==> src/rtl/tilt_emulator.sv <==
`timescale 1ns/1ps
`default_nettype none
// ============================================================================
// Module   : tilt_emulator
// Purpose  : Synthetic accelerometer source driven by four direction buttons.
//            Produces data_x/data_y samples that ramp toward per-direction
//            target codes at a fixed update rate, with a one-cycle
//            data_update pulse on every update (a periodic refresh, like the
//            real sensor). It stands in for the SPI accelerometer path in
//            front of the spaceship position controller.
// Revision : 1.0 - initial release
// ----------------------------------------------------------------------------
// Ports    : slowclk            clock, everything on its rising edge
//            reset_n            synchronous, active-low reset
//            en                 update-timer enable; low freezes timer/outputs
//            key_left/right/up/down  raw asynchronous buttons, active-high
//            data_x, data_y     registered 16-bit emulated samples
//            data_update        one-cycle pulse with every sample update
//            x_state, y_state   axis FSM state: 0 IDLE, 1 SLEW, 2 SETTLED
// Options  : TILT_NOISE_EN      when defined, a 16-bit LFSR dithers the low
//                               nibble of each output sample
// ============================================================================
module tilt_emulator #(
  parameter int          UPDATE_DIV = 8,
  parameter int          DEB_CYCLES = 4,
  parameter logic [15:0] REST_VAL   = 16'h3000,
  parameter logic [15:0] HI_VAL     = 16'hF000,
  parameter logic [15:0] LO_VAL     = 16'h0000,
  parameter logic [15:0] STEP       = 16'h0400
) (
  input  logic        slowclk,
  input  logic        reset_n,
  input  logic        en,
  input  logic        key_left,
  input  logic        key_right,
  input  logic        key_up,
  input  logic        key_down,
  output logic [15:0] data_x,
  output logic [15:0] data_y,
  output logic        data_update,
  output logic [1:0]  x_state,
  output logic [1:0]  y_state
);

  localparam int TW = (UPDATE_DIV > 1) ? $clog2(UPDATE_DIV) : 1;
  localparam int DW = (DEB_CYCLES > 1) ? $clog2(DEB_CYCLES) : 1;
  localparam logic [TW-1:0] TMAX    = TW'(UPDATE_DIV - 1);
  localparam logic [DW-1:0] DEB_MAX = DW'(DEB_CYCLES - 1);

  localparam int KEY_LEFT  = 0;
  localparam int KEY_RIGHT = 1;
  localparam int KEY_UP    = 2;
  localparam int KEY_DOWN  = 3;

  typedef enum logic [1:0] {
    ST_IDLE    = 2'd0,
    ST_SLEW    = 2'd1,
    ST_SETTLED = 2'd2
  } axis_state_t;

  // Target code from the debounced button pair of one axis.
  function automatic logic [15:0] axis_target(input logic pos, input logic neg);
    logic [15:0] t;
    case ({pos, neg})
      2'b10:   t = HI_VAL;
      2'b01:   t = LO_VAL;
      default: t = REST_VAL;
    endcase
    return t;
  endfunction

  // One slew step; the 17-bit difference keeps the distance test wrap-free.
  function automatic logic [15:0] slew_toward(input logic [15:0] cur, input logic [15:0] tgt);
    logic [16:0] diff;
    logic [15:0] res;
    if (tgt >= cur) begin
      diff = {1'b0, tgt} - {1'b0, cur};
      res  = (diff <= {1'b0, STEP}) ? tgt : cur + STEP;
    end else begin
      diff = {1'b0, cur} - {1'b0, tgt};
      res  = (diff <= {1'b0, STEP}) ? tgt : cur - STEP;
    end
    return res;
  endfunction

  // Axis FSM step, evaluated only on a tick. A reversal while slewing keeps
  // SLEW and simply follows the new target on the same tick.
  function automatic axis_state_t axis_next(input axis_state_t st, input logic [15:0] cur,
                                            input logic [15:0] nxt, input logic [15:0] tgt);
    axis_state_t ns;
    ns = st;
    case (st)
      ST_IDLE:    if (tgt != REST_VAL) ns = ST_SLEW;
      ST_SLEW:    if (nxt == tgt) ns = (tgt == REST_VAL) ? ST_IDLE : ST_SETTLED;
      ST_SETTLED: if (tgt != cur) ns = ST_SLEW;
      default:    ns = ST_IDLE;
    endcase
    return ns;
  endfunction

  logic [3:0]          keys_raw;
  logic [3:0]          key_meta_q, key_sync_q;
  logic [3:0]          deb_lvl_q, deb_lvl_d;
  logic [3:0][DW-1:0]  deb_cnt_q, deb_cnt_d;
  logic [TW-1:0]       timer_q, timer_d;
  logic                tick;
  logic [15:0]         target_x, target_y;
  logic [15:0]         cur_x_q, cur_x_d, cur_y_q, cur_y_d;
  logic [15:0]         data_x_q, data_x_d, data_y_q, data_y_d;
  logic                data_update_q, data_update_d;
  axis_state_t         x_state_q, x_state_d, y_state_q, y_state_d;
  logic [15:0]         lfsr_q, lfsr_d;

  assign keys_raw = {key_down, key_up, key_right, key_left};
  assign tick     = en && (timer_q == TMAX);
  assign target_x = axis_target(deb_lvl_q[KEY_RIGHT], deb_lvl_q[KEY_LEFT]);
  assign target_y = axis_target(deb_lvl_q[KEY_UP], deb_lvl_q[KEY_DOWN]);

  always_comb begin
    // Debounce: the level flips once DEB_CYCLES consecutive synced samples
    // disagree with it; any agreeing sample restarts the run.
    deb_lvl_d = deb_lvl_q;
    deb_cnt_d = deb_cnt_q;
    for (int k = 0; k < 4; k++) begin
      if (key_sync_q[k] != deb_lvl_q[k]) begin
        if (deb_cnt_q[k] == DEB_MAX) begin
          deb_lvl_d[k] = key_sync_q[k];
          deb_cnt_d[k] = '0;
        end else begin
          deb_cnt_d[k] = deb_cnt_q[k] + DW'(1);
        end
      end else begin
        deb_cnt_d[k] = '0;
      end
    end

    timer_d = timer_q;
    if (en) timer_d = (timer_q == TMAX) ? '0 : timer_q + TW'(1);

    cur_x_d       = cur_x_q;
    cur_y_d       = cur_y_q;
    x_state_d     = x_state_q;
    y_state_d     = y_state_q;
    data_x_d      = data_x_q;
    data_y_d      = data_y_q;
    lfsr_d        = lfsr_q;
    data_update_d = tick;

    if (tick) begin
      cur_x_d   = slew_toward(cur_x_q, target_x);
      cur_y_d   = slew_toward(cur_y_q, target_y);
      x_state_d = axis_next(x_state_q, cur_x_q, cur_x_d, target_x);
      y_state_d = axis_next(y_state_q, cur_y_q, cur_y_d, target_y);
`ifdef TILT_NOISE_EN
      // Fibonacci LFSR, taps 16,14,13,11; dither touches the outputs only.
      lfsr_d   = {lfsr_q[14:0], lfsr_q[15] ^ lfsr_q[13] ^ lfsr_q[12] ^ lfsr_q[10]};
      data_x_d = {cur_x_d[15:8], 4'h0, lfsr_d[3:0]};
      data_y_d = {cur_y_d[15:8], 4'h0, lfsr_d[7:4]};
`else
      data_x_d = {cur_x_d[15:8], 8'h00};
      data_y_d = {cur_y_d[15:8], 8'h00};
`endif
    end
  end

  always_ff @(posedge slowclk) begin
    if (!reset_n) begin
      key_meta_q    <= '0;
      key_sync_q    <= '0;
      deb_lvl_q     <= '0;
      deb_cnt_q     <= '0;
      timer_q       <= '0;
      cur_x_q       <= REST_VAL;
      cur_y_q       <= REST_VAL;
      data_x_q      <= REST_VAL;
      data_y_q      <= REST_VAL;
      data_update_q <= 1'b0;
      x_state_q     <= ST_IDLE;
      y_state_q     <= ST_IDLE;
      lfsr_q        <= 16'hACE1;
    end else begin
      key_meta_q    <= keys_raw;
      key_sync_q    <= key_meta_q;
      deb_lvl_q     <= deb_lvl_d;
      deb_cnt_q     <= deb_cnt_d;
      timer_q       <= timer_d;
      cur_x_q       <= cur_x_d;
      cur_y_q       <= cur_y_d;
      data_x_q      <= data_x_d;
      data_y_q      <= data_y_d;
      data_update_q <= data_update_d;
      x_state_q     <= x_state_d;
      y_state_q     <= y_state_d;
      lfsr_q        <= lfsr_d;
    end
  end

  assign data_x      = data_x_q;
  assign data_y      = data_y_q;
  assign data_update = data_update_q;
  assign x_state     = x_state_q;
  assign y_state     = y_state_q;

endmodule
`default_nettype wire

==> config.mk <==
export PLATFORM = sky130hd
export DESIGN_NAME = tilt_emulator
export DESIGN_NICKNAME = d
export VERILOG_FILES = /design/src/rtl/tilt_emulator.sv
export SDC_FILE = /design/constraint.sdc
export NUM_CORES = 1
export LEC_CHECK = 0
export ABC_CLOCK_PERIOD_IN_PS = 3630
export BUFFER_PORTS_ARGS = -buffer_cell sky130_fd_sc_hd__buf_4
export CORE_MARGIN = 4
export CORE_UTILIZATION = 45
export CTS_CLUSTER_SIZE = 40
export DETAILED_ROUTE_END_ITERATION = 10
export GPL_TIMING_DRIVEN = 1
export REMOVE_ABC_BUFFERS = 1
export SYNTH_ARGS = -nofsm -noshare
export SYNTH_HDL_FRONTEND = slang
export SYNTH_SLANG_ARGS = --single-unit
==> constraint.sdc <==
create_clock -name slowclk -period 3.63 [get_ports slowclk]
set_input_delay 0.1815 -clock slowclk [delete_from_list [all_inputs] [get_ports slowclk]]
set_output_delay 0.1815 -clock slowclk [all_outputs]
set_load 0.02 [all_outputs]
# Word level (Yosys, flattened, before mapping)
# Index checks and enable logic that the tools add are counted.
# totals
regBits,76
in_bits,7
out_inout_bits,37
elab_cells,107
# classes
n_addsub,13
n_lt_le_gt_ge,6
eq_ne,31
muxes,21
n_bitwise,5
n_reduce_logical,13
# ops
cell,n
16-bit two-way mux,8
17-bit by 11-bit <= comparator with 1-bit output (second input constant),4
16-bit by 16-bit subtractor with 17-bit output,4
16-bit one-hot mux with 2 select lines,2
16-bit by 11-bit adder with 16-bit output (second input constant),2
16-bit by 14-bit == test with 1-bit output (second input constant),2
16-bit == test,2
16-bit greater-or-equal comparator,2
16-bit by 14-bit inequality test with 1-bit output (second input constant),2
16-bit inequality test,2
16-bit by 11-bit subtractor with 16-bit output (second input constant),2
2-bit == test (second input constant),8
2-bit two-way mux,8
2-bit inequality test (second input constant),6
2-bit one-hot mux with 3 select lines,2
3-bit OR reduction,4
2-bit by 1-bit adder with 2-bit output (second input constant),4
2-bit by 1-bit == test with 1-bit output (second input constant),4
2-bit AND reduction,4
4-bit AND reduction,2
1-bit inverter,5
2-bit zero test,2
1-bit inequality test,4
3-bit by 1-bit adder with 3-bit output (second input constant),1
other kinds (3),3

# Logic depth before layout (Yosys ltp)
# Gate-level depths: netlist (run 1).
# logic_depth
ltp_word,10
ltp_mapped,16
mapped_depth_nobuf,15

# Worst setup path before layout (run 1)
# No wires, ideal clock.
# synth_timing
path_type,reg2reg
from,reg deb_lvl_q[0]
to,"reg x_state_q[1], in the netlist x_state[1]"
setup_ps,117
arrival_ps,3230
path_slack_ps,283
path_stages_with_launch,15
path_buffers,2
path_cell_list,dfxtp_1 > ha_1 > inv_1 > ha_1 > buf_2 > nor2b_1 > o21a_1 > or4b_1 > a21oi_1 > nand2b_1 > clkbuf_1 > nor2b_1 > a221o_1 > o2111a_1 > a32o_2
# synth_via
elab_chain_cells,10
elab_cells_between_ends,23
cone_classes,add/sub: 2; order compare: 3; eq/ne: 9; mux: 8; reduce/logical: 1
# synth_lines
item,line_no,text
start: declaration,103,"logic [3:0] deb_lvl_q, deb_lvl_d;"
start signal: assignment,184,deb_lvl_q <= deb_lvl_d;
2-bit by 1-bit == test with 1-bit output / 2-bit == test (equally long branches),64,"case ({pos, neg})"
16-bit one-hot mux with 2 select lines (*),64,
16-bit by 16-bit subtractor with 17-bit output (on tied branches),"80, 77",
17-bit by 11-bit <= comparator with 1-bit output (on tied branches),"81, 78",
16-bit two-way mux (on tied branches),"81, 78",
16-bit two-way mux,76,if (tgt >= cur) begin
16-bit two-way mux,149,if (tick) begin
16-bit == test,94,ST_SLEW: if (nxt == tgt) ns = (tgt == REST_VAL) ? ST_IDLE : ST_SETTLED;
2-bit inequality test (no line),-,
4-bit AND reduction (no line),-,
end signal: assignment,192,x_state_q <= x_state_d;
end: declaration,111,"axis_state_t x_state_q, x_state_d, y_state_q, y_state_d;"
# Mark *: on every way between the ends. The rest lies on a longest branch, timed or not. The select of a mux whose other input is x is not followed.
# A chain may end at the register's enable or synchronous reset.

# Final worst setup path (run 1)
# layout_timing
from,reg deb_lvl_q[2]
to,"reg y_state_q[0], in the netlist y_state[0]"
# layout_via
elab_chain_cells,10
elab_cells_between_ends,19
cone_classes,add/sub: 2; order compare: 3; eq/ne: 8; mux: 5; reduce/logical: 1
# layout_lines
item,line_no,text
2-bit by 1-bit == test with 1-bit output / 2-bit == test (equally long branches),64,
16-bit one-hot mux with 2 select lines (*),64,
16-bit by 16-bit subtractor with 17-bit output (on tied branches),"80, 77",
17-bit by 11-bit <= comparator with 1-bit output (on tied branches),"81, 78",
16-bit two-way mux (on tied branches),"81, 78",
16-bit two-way mux,76,
16-bit two-way mux,149,
16-bit == test,94,
2-bit inequality test (no line),-,
4-bit AND reduction (no line) (*),-,
end signal: assignment,193,y_state_q <= y_state_d;
end: declaration,111,
# Marks and branches as above.

==> impl_metrics.env, run 1 <==
export IMPL_status="finished clean"
export IMPL_cts_tree="done"
export IMPL_detail_route_iter0_violations=166
export IMPL_via_per_inst=5.64
export IMPL_grt_max_degree=27
export IMPL_clock_tree_buffer_depth=2
export IMPL_grt_overflow=0
export IMPL_hold_viol_final=0
export IMPL_final_cell_mix="60 x dfxtp_1, 45 x buf_4, 34 x ha_1, 32 x inv_1, 31 x nor2_1"
export IMPL_cp_max_fo=6
export IMPL_synth_top_family_by_area="simple AND/OR/NAND/NOR gates"
export IMPL_cts_hold_fix_buffers=0
export IMPL_place_inst=604
export IMPL_p_total_mw=1.34
export IMPL_synth_edff_count=0
export IMPL_fin_skew_ns=0.0113
export IMPL_placementRows=34
export IMPL_cts_buffers=9
export IMPL_cp_data_required_time_ns=3.82
export IMPL_routed_wirelength_mm=9.39
export IMPL_num_vias=3499
export IMPL_place_worst_setup_slack_ns=0.181
export IMPL_async_flop_share_pct=0
export IMPL_drv_slew=0
export IMPL_powerDensity_nw_per_um2=289
export IMPL_relSlewSlack_pct=47.9
export IMPL_yosys_cell_types_count=72
export IMPL_routedWlPerCell_um=15.1
export IMPL_io_pins=44
export IMPL_synth_main_ff_cell="dfxtp_1"
export IMPL_die_width_um=105
export IMPL_drv_cap=0
export IMPL_synth_fa_ha_area_share_pct=11.7
export IMPL_drc=0
export IMPL_synth_warnings=0
export IMPL_holdWs_ns=0.0582
export IMPL_syn_to_final_growth_pct=10.4
export IMPL_cp_arrival_ns=3.60
export IMPL_critPathLaunchType="flip-flop"
export IMPL_synthMuxAreaShare_pct=2.21
export IMPL_layout_commonest_cell="dfxtp_1"
export IMPL_synth_simple_area_share_pct=23.1
export IMPL_synthCells=486
export IMPL_path_clk_slew_ns=0.07
export IMPL_cts_root_buffer="clkbuf_8"
export IMPL_hp_class="in2reg"
export IMPL_ys_ff_latch=60
export IMPL_setup_tns_final_ns=0
export IMPL_insertion_delay_ns=0.33
export IMPL_multi_input_area_sq_um=2620
export IMPL_post_route_period_util_pct=94.0
export IMPL_final_cell_area_sq_um=4630
export IMPL_grt_pass1_wl_mm=15.8
export IMPL_ir_drop_v=0.000190
export IMPL_tightest_slew_ns=0.777
export IMPL_ant_nets=0
export IMPL_rsz0062_at_grt="false"
export IMPL_fin_cells=620
export IMPL_diodes=0
export IMPL_drive_gt1_share_pct=16.4
export IMPL_yosys_area_top_type_share_pct=28.6
export IMPL_synth_area_sq_um=4190
export IMPL_finalSetupViolations=0
export IMPL_setup_slack_ns=0.219
export IMPL_dr_pass1_iters=5
export IMPL_antenna_found_initial=0
export IMPL_period_minus_slack_ns=3.41
export IMPL_critPathKind="reg2reg"
export IMPL_globalplace_congestion=0.891
export IMPL_postSynthAreaPerCell_sq_um=8.63
export IMPL_die_y_um=105
export IMPL_synth_top_area_cell="dfxtp_1"
export IMPL_regArea_sq_um=1200
export IMPL_dp_hpwl_mm=6.94
export IMPL_final_core_utilization_pct=52.1
export IMPL_clock_sinks=60
export IMPL_start_util_pct=47.2
export IMPL_power_leakage_nw=2.07
export IMPL_htree_num_levels=3
export IMPL_nFillCells=820
export IMPL_fmax_ghz=0.293
export IMPL_port_buffers=27
export IMPL_cts_resized=0
export IMPL_synth_area_leaders="dfxtp_1 29%, ha_1 11%, buf_4 5.7%, and2_1 4.5%, xnor2_1 3.3%"
export IMPL_core_area_sq_um=8890
export IMPL_die_area_sq_um=10900
export IMPL_critPathCaptureType="flip-flop"
export IMPL_synth_xor_area_share_pct=5.01
export IMPL_placed_area_sq_um=4410
export IMPL_grt_pass1_vias=3243
export IMPL_post_cts_buffers=0
export IMPL_ys_seq_area_share_pct=28.6
export IMPL_nets=552
export IMPL_synth_compound_area_share_pct=18.8
export IMPL_track_usage_pct=17.2
metal layers:
layer | wire length [um] | track usage [%] | vias up
met2 | 4360 | 27.8 | 124
met4 | 190 | 6.27 | 0
li1 | - | - | 1733
met3 | 452 | 3.02 | 17
met5 | 0 | 0 | -
met1 | 4390 | 23.2 | 1625
layout make-up:
class                   count  area share, %
well taps                 108           2.92
multi-input cells         357           56.6
clock buffers              11           3.27
inverters                  34           2.76
flip-flops and latches     60           25.9
repair buffers             45           7.30
clock inverters             5           1.27
registers in the layout, summed over array words and instances, names as in the netlist:
register,count
key_sync_q,4
cur_y_q,16
key_meta_q,4
timer_q,3
deb_lvl_q,4
x_state,2
y_state,2
data_update,1
deb_cnt_q,8
cur_x_q,16
cells in the mapped netlist, types with 8 or more instances:
| master | n |
|---|---|
| nor2_1 | 31 |
| o21ai_0 | 14 |
| xor2_1 | 8 |
| a211oi_1 | 8 |
| nor3_1 | 15 |
| o211ai_1 | 9 |
| nand2_1 | 24 |
| dfxtp_1 | 60 |
| buf_4 | 32 |
| a21oi_1 | 22 |
| xnor2_1 | 16 |
| clkbuf_1 | 12 |
| inv_1 | 32 |
| ha_1 | 36 |
| nand3_1 | 16 |
| and2_1 | 30 |
worst max-delay path, stage by stage, from the launching register on:
cell      delay [ns]
dfxtp_1         0.40
inv_1           0.07
ha_1            0.22
inv_1           0.19
ha_1            0.21
inv_1           0.06
fa_1            0.39
xor2_1          0.16
or3_1           0.36
nor4_4          0.30
nor4_1          0.12
nor4_1          0.40
o221ai_1        0.22
nand3b_1        0.12
a21oi_1         0.06
worst paths after layout:
check                           slack, ns           from       endpoint  depth (start not counted)
worst min register to register       0.43  key_meta_q[0]  key_sync_q[0]                          1
worst max register to register       0.22   deb_lvl_q[2]     y_state[0]                         14
worst min-delay path                 0.06      key_right  key_meta_q[1]                          2
worst max-delay path                 0.22   deb_lvl_q[2]     y_state[0]                         14
cell families (layout without fill, tap and decap cells):
group / count (synthesis) / in the layout
AO/OA/AOI/OAI: 106 / 106
XOR/XNOR: 24 / 24
adder cells (fa/ha/maj): 38 / 38
buffers and inverters: 84 / 95
flip-flops: 60 / 60
multiplexers: 9 / 9
other: 1 / 16
AND/OR/NAND/NOR: 164 / 164
where the power goes:
group	internal (mW)	leakage, nW	switching, mW
sequential	0.665	0.486	0.00350
clock	0.356	0.102	0.271
combinational	0.0121	1.48	0.0314
total	1.03	2.07	0.306
Note: power is estimated with default switching activity, not from simulation.
==> run 2: changes to the inputs <==
--- a/config.mk
+++ b/config.mk
@@ -7,11 +7,13 @@
 export LEC_CHECK = 0
 export ABC_CLOCK_PERIOD_IN_PS = 3630
 export BUFFER_PORTS_ARGS = -buffer_cell sky130_fd_sc_hd__buf_4
+export CORE_ASPECT_RATIO = 1.5
 export CORE_MARGIN = 4
-export CORE_UTILIZATION = 45
+export CORE_UTILIZATION = 60
 export CTS_CLUSTER_SIZE = 40
 export DETAILED_ROUTE_END_ITERATION = 10
 export GPL_TIMING_DRIVEN = 1
+export PLACE_DENSITY = 0.81
 export REMOVE_ABC_BUFFERS = 1
 export SYNTH_ARGS = -nofsm -noshare
 export SYNTH_HDL_FRONTEND = slang
==> run 2 against run 1 <==
  * Clock skew shrank 0.0021 ns
  * Via count grew 2.7%
  * Global-route usage grew 6.5 points
  * Clock-buffer cell count shrank 2
  * Cell area grew 0.35%
  * Critical path depth shrank 3
  * Worst hold slack lost 0.0088 ns
  * Power grew 14%
  * Routed wire length grew 3.5%
  * First-iteration DRC count grew 13%
  * Cell count shrank 4.8%
  * Sequential power is essentially flat
==> impl_metrics.env, run 2 (synthesis gave the netlist of run 1 again) <==
export IMPL_cts_root_buffer="clkbuf_8"
export IMPL_num_vias=3592
export IMPL_reg_top3="cur_x_q (16), cur_y_q (16), deb_cnt_q (8)"
export IMPL_cts_tree="done"
export IMPL_drv_cap=0
export IMPL_critPathCapture="x_state[1]"
export IMPL_clock_tree_buffer_depth=2
export IMPL_antenna_found_initial=0
export IMPL_syn_to_final_growth_pct=10.8
export IMPL_grt_pass1_wl_mm=16.2
export IMPL_insertion_delay_ns=0.33
export IMPL_post_route_period_util_pct=96.4
export IMPL_relSlewSlack_pct=55.0
export IMPL_ant_nets=0
export IMPL_grt_pass1_vias=3497
export IMPL_drive_gt1_share_pct=16.0
export IMPL_placementRows=37
export IMPL_ff2ff_path_depth=11
export IMPL_hp_class="in2reg"
export IMPL_timing_rr_end="x_state[1]"
export IMPL_layout_commonest_cell="dfxtp_1"
export IMPL_period_minus_slack_ns=3.50
export IMPL_track_usage_pct=23.7
export IMPL_path_clk_slew_ns=0.07
export IMPL_dr_pass1_iters=5
export IMPL_powerDensity_nw_per_um2=328
export IMPL_globalplace_congestion=0.962
export IMPL_start_util_pct=61.2
export IMPL_dp_hpwl_mm=7.37
export IMPL_cp_data_required_time_ns=3.86
export IMPL_routed_wirelength_mm=9.72
export IMPL_critPathLaunchType="flip-flop"
export IMPL_critPathCaptureType="flip-flop"
export IMPL_cp_max_fo=9
export IMPL_via_per_inst=6.09
export IMPL_setup_tns_final_ns=0
export IMPL_rr_startpoint="deb_lvl_q[0]"
export IMPL_htree_num_levels=3
export IMPL_routedWlPerCell_um=16.5
export IMPL_critPathKind="reg2reg"
export IMPL_drv_slew=0
export IMPL_cts_buffers=9
export IMPL_cp_arrival_ns=3.73
export IMPL_diodes=0
export IMPL_tightest_slew_ns=0.669
export IMPL_r2r_slack_ns=0.13
export IMPL_hold_viol_final=0
export IMPL_nets=552
export IMPL_fin_skew_ns=0.00915
export IMPL_fmax_ghz=0.286
export IMPL_port_buffers=27
export IMPL_io_pins=44
export IMPL_cts_hold_fix_buffers=0
export IMPL_final_cell_mix="60 x dfxtp_1, 45 x buf_4, 36 x ha_1, 32 x inv_1, 31 x nor2_1"
export IMPL_startpoint="deb_lvl_q[0]"
export IMPL_p_total_mw=1.52
export IMPL_status="finished clean"
export IMPL_die_width_um=76.3
export IMPL_drc=0
export IMPL_grt_overflow=0
export IMPL_post_cts_buffers=0
export IMPL_cts_resized=0
export IMPL_ir_drop_v=0.000246
export IMPL_die_area_sq_um=8420
export IMPL_grt_max_degree=22
export IMPL_core_area_sq_um=6850
export IMPL_clock_sinks=60
export IMPL_finalSetupViolations=0
export IMPL_rsz0062_at_grt="false"
export IMPL_detail_route_iter0_violations=188
export IMPL_die_y_um=110
export IMPL_power_leakage_nw=2.10
-- run 2: changes by cell type in the layout (fill, tap and decap cells not counted), sizes merged --
cell	previous run	this run
clkinvlp	2	0
clkbuf	11	9
bufinv	1	4
clkinv	3	4
-- run 2: worst min path at each step --
| stage | end | startpoint | slack [ns] | depth (start not counted) |
|---|---|---|---|---|
| 2_1_floorplan | cur_x_q[12] | reset_n | 0.27 | 1 |
| 3_3_place_gp | key_meta_q[2] | key_up | 0.39 | 2 |
| 3_5_place_dp | key_meta_q[1] | key_right | 0.40 | 2 |
| 4_1_cts | key_meta_q[2] | key_up | 0.04 | 2 |
| 5_1_grt | key_meta_q[2] | key_up | 0.04 | 2 |
| 6_report | key_meta_q[2] | key_up | 0.05 | 2 |
-- run 2: stage by stage --
step | hold WS (ns) | cell area, sq um | utilization [%] | worst slack (ns) | std cells
6_report | 0.0494 | 4650 | 67.8 | 0.130 | 590
3_5_place_dp | 0.395 | 4370 | 63.8 | 0.246 | 574
2_1_floorplan | 0.270 | 3940 | - | 0.292 | 451
4_1_cts | 0.0415 | 4640 | 67.8 | 0.204 | 590
3_3_place_gp | 0.390 | 4370 | 63.8 | 0.287 | 574
5_1_grt | 0.0391 | 4650 | 67.8 | 0.0119 | 590
-- run 2: cell type report --
| type | count | area [sq um] |
|---|---|---|
| Sequential cell | 60 | 1200 |
| Fill cell | 572 | 2200 |
| Inverter | 34 | 128 |
| Multi-Input combinational cell | 357 | 2610 |
| Clock buffer | 9 | 124 |
| Tap cell | 78 | 97.6 |
| Timing Repair Buffer | 45 | 338 |
| Clock inverter | 7 | 146 |
-- run 2: critical path, cell delays in order (launching register included) --
cell	delay, ns
dfxtp_1	0.43
ha_1	0.22
inv_1	0.11
ha_1	0.46
and4_1	0.31
o21ai_0	0.09
or3_1	0.31
a31o_1	0.25
o31a_1	0.39
a221o_1	0.34
o2111a_1	0.27
a32o_2	0.22
-- run 2: report_power, final --
part	internal (mW)	switching (mW)
clock	0.530	0.278
combinational	0.0130	0.0319
sequential	0.665	0.00378
-- run 2: metal layers --
layer / track usage, % / vias up / wire length (um)
li1: - / 1742 / -
met1: 25.8 / 1678 / 3790
met2: 43.3 / 128 / 5080
met3: 3.17 / 44 / 392
met4: 15.5 / 0 / 463
met5: 0 / - / 0
==> run 3: changes to the inputs <==
--- a/config.mk
+++ b/config.mk
@@ -14,6 +14,7 @@
 export DETAILED_ROUTE_END_ITERATION = 10
 export GPL_TIMING_DRIVEN = 1
 export PLACE_DENSITY = 0.81
+export RECOVER_POWER = 100
 export REMOVE_ABC_BUFFERS = 1
 export SYNTH_ARGS = -nofsm -noshare
 export SYNTH_HDL_FRONTEND = slang
==> run 3 against run 2 <==
  * Utilization is 1.2 points lower
  * Critical path depth stayed put
  * Non-clock buffer count stayed put
  * Worst hold slack worse by 0.0041 ns
  * Die area stayed put
  * Sequential power hardly changed
==> impl_metrics.env, run 3 (synthesis gave the netlist of run 1 again) <==
export IMPL_start_util_pct=61.2
export IMPL_status="finished clean"
export IMPL_p_sw_uw=316
export IMPL_critPathKind="reg2reg"
export IMPL_nets=552
export IMPL_placementRows=37
export IMPL_place_inst=574
export IMPL_drv_slew=0
export IMPL_seqPwrFrac_pct=43.9
export IMPL_clkPwrFrac_pct=53.2
export IMPL_timing_rr_end="x_state[1]"
export IMPL_cp_arrival_ns=3.71
export IMPL_critPathCaptureType="flip-flop"
export IMPL_layout_commonest_cell="dfxtp_1"
export IMPL_cp_max_fo=9
export IMPL_ff2ff_path_depth=11
export IMPL_grt_overflow=0
export IMPL_period_minus_slack_ns=3.48
export IMPL_die_area_sq_um=8420
export IMPL_cts_root_buffer="clkbuf_8"
export IMPL_clock_tree_buffer_depth=2
export IMPL_syn_to_final_growth_pct=8.83
export IMPL_htree_num_levels=3
export IMPL_rr_startpoint="deb_lvl_q[0]"
export IMPL_dp_hpwl_mm=7.37
export IMPL_globalplace_congestion=0.962
export IMPL_core_area_sq_um=6850
export IMPL_switching_share_pct=20.8
export IMPL_critPathLaunchType="flip-flop"
export IMPL_grt_pass1_wl_mm=16.2
export IMPL_use_met1_pct=25.8
export IMPL_powerDensity_nw_per_um2=334
export IMPL_use_met3_pct=3.17
export IMPL_setup_slack_ns=0.150
export IMPL_diodes=0
export IMPL_cts_buffers=9
export IMPL_grtUsageMet2_pct=43.3
export IMPL_hold_viol_final=0
export IMPL_power_leakage_nw=1.99
export IMPL_drc=0
export IMPL_post_route_period_util_pct=95.9
export IMPL_fin_cells=590
export IMPL_num_vias=3569
export IMPL_antenna_found_initial=0
export IMPL_routed_wirelength_mm=9.73
export IMPL_fmax_ghz=0.287
export IMPL_port_buffers=27
export IMPL_worst_hold_startpoint="key_up"
export IMPL_dr_pass1_iters=4
export IMPL_io_pins=44
export IMPL_grt_max_degree=22
export IMPL_rsz0062_at_grt="false"
export IMPL_reg_top3="cur_x_q (16), cur_y_q (16), deb_cnt_q (8)"
export IMPL_comb_power_share_pct=2.9
export IMPL_final_core_utilization_pct=66.6
export IMPL_place_worst_setup_slack_ns=0.246
export IMPL_path_clk_slew_ns=0.08
export IMPL_via_per_inst=6.05
export IMPL_grt_pass1_vias=3497
export IMPL_placed_area_sq_um=4370
export IMPL_p_total_mw=1.52
export IMPL_insertion_delay_ns=0.34
export IMPL_detail_route_iter0_violations=192
export IMPL_worst_hold_path_endpoint="key_meta_q[2]"
export IMPL_setup_tns_final_ns=0
export IMPL_routedWlPerCell_um=16.5
export IMPL_ir_drop_v=0.000246
export IMPL_drv_cap=0
export IMPL_finalSetupViolations=0
export IMPL_p_int_mw=1.21
export IMPL_fin_skew_ns=0.0108
export IMPL_ant_nets=0
export IMPL_cts_tree="done"
export IMPL_relSlewSlack_pct=53.1
export IMPL_hp_class="in2reg"
export IMPL_tightest_slew_ns=0.704
export IMPL_clock_sinks=60
export IMPL_top_usage_layer="met2"
export IMPL_whs_path_depth=2
export IMPL_track_usage_pct=23.7
export IMPL_cp_data_required_time_ns=3.86
export IMPL_die_width_um=76.3
export IMPL_holdWs_ns=0.0453
export IMPL_die_y_um=110
export IMPL_final_cell_mix="60 x dfxtp_1, 36 x ha_1, 32 x inv_1, 31 x nor2_1, 24 x nand2_1"
export IMPL_cts_hold_fix_buffers=0
export IMPL_final_cell_area_sq_um=4560
export IMPL_drive_gt1_share_pct=11.5
export IMPL_r2r_slack_ns=0.15
run 3: cell count changes in the layout (fill, tap and decap cells not counted):
| cell | before | now |
|---|---|---|
| mux2_2 | 2 | 1 |
| mux2_1 | 0 | 1 |
| o21ai_0 | 14 | 15 |
| buf_4 | 45 | 23 |
| and2_1 | 30 | 13 |
| o21ai_1 | 1 | 0 |
| clkbuf_1 | 0 | 22 |
| and2_0 | 1 | 18 |
run 3: power groups by stage:
stage	clock network [mW]	logic (mW)	registers, mW
floorplan	0	0.0304	0.683
global placement	0	0.0430	0.684
detailed placement	0	0.0446	0.684
CTS	0.819	0.0447	0.669
global route	0.851	0.0504	0.669
finish	0.811	0.0444	0.669
run 3: area by class of cell:
class                      instances  area, sq um
multi-input combinational        357         2610
fill                             603         2290
sequential                        60         1200
timing repair buffer              45          255
clock inverter                     7          146
inverter                          34          128
clock buffer                       9          124
tap                               78         97.6
run 3: metal layers:
layer	wire length, um	share of wire, %
met1	3870	40
met2	5100	52
met3	341	3.5
met4	416	4.3
met5	0	0
run 3: worst max-delay path, stage by stage (launching register included):
cell      delay, ns
dfxtp_1        0.42
ha_1           0.21
inv_1          0.11
ha_1           0.46
and4_1         0.31
o21ai_0        0.09
or3_1          0.31
a31o_1         0.25
o31a_1         0.39
a221o_1        0.34
o2111a_1       0.27
a32o_2         0.22
run 3: repair_timing:
action                                  CTS  global route
endpoints found under the setup margin    0             1
resized for setup                         0             1
buffers inserted                          0             0
run 3: worst max-delay path by stage:
| stage | from | end | slack [ns] | depth (start not counted) |
|---|---|---|---|---|
| final | deb_lvl_q[0] | x_state[1] | 0.15 | 11 |
| after global routing | deb_lvl_q[3] | y_state[0] | 0.02 | 12 |
| after CTS | deb_lvl_q[0] | x_state[1] | 0.20 | 11 |
| after detailed placement | deb_lvl_q[0] | x_state[1] | 0.25 | 11 |
| after global placement | deb_lvl_q[0] | x_state[0] | 0.29 | 12 |
| after floorplan | deb_lvl_q[2] | y_state[0] | 0.29 | 14 |
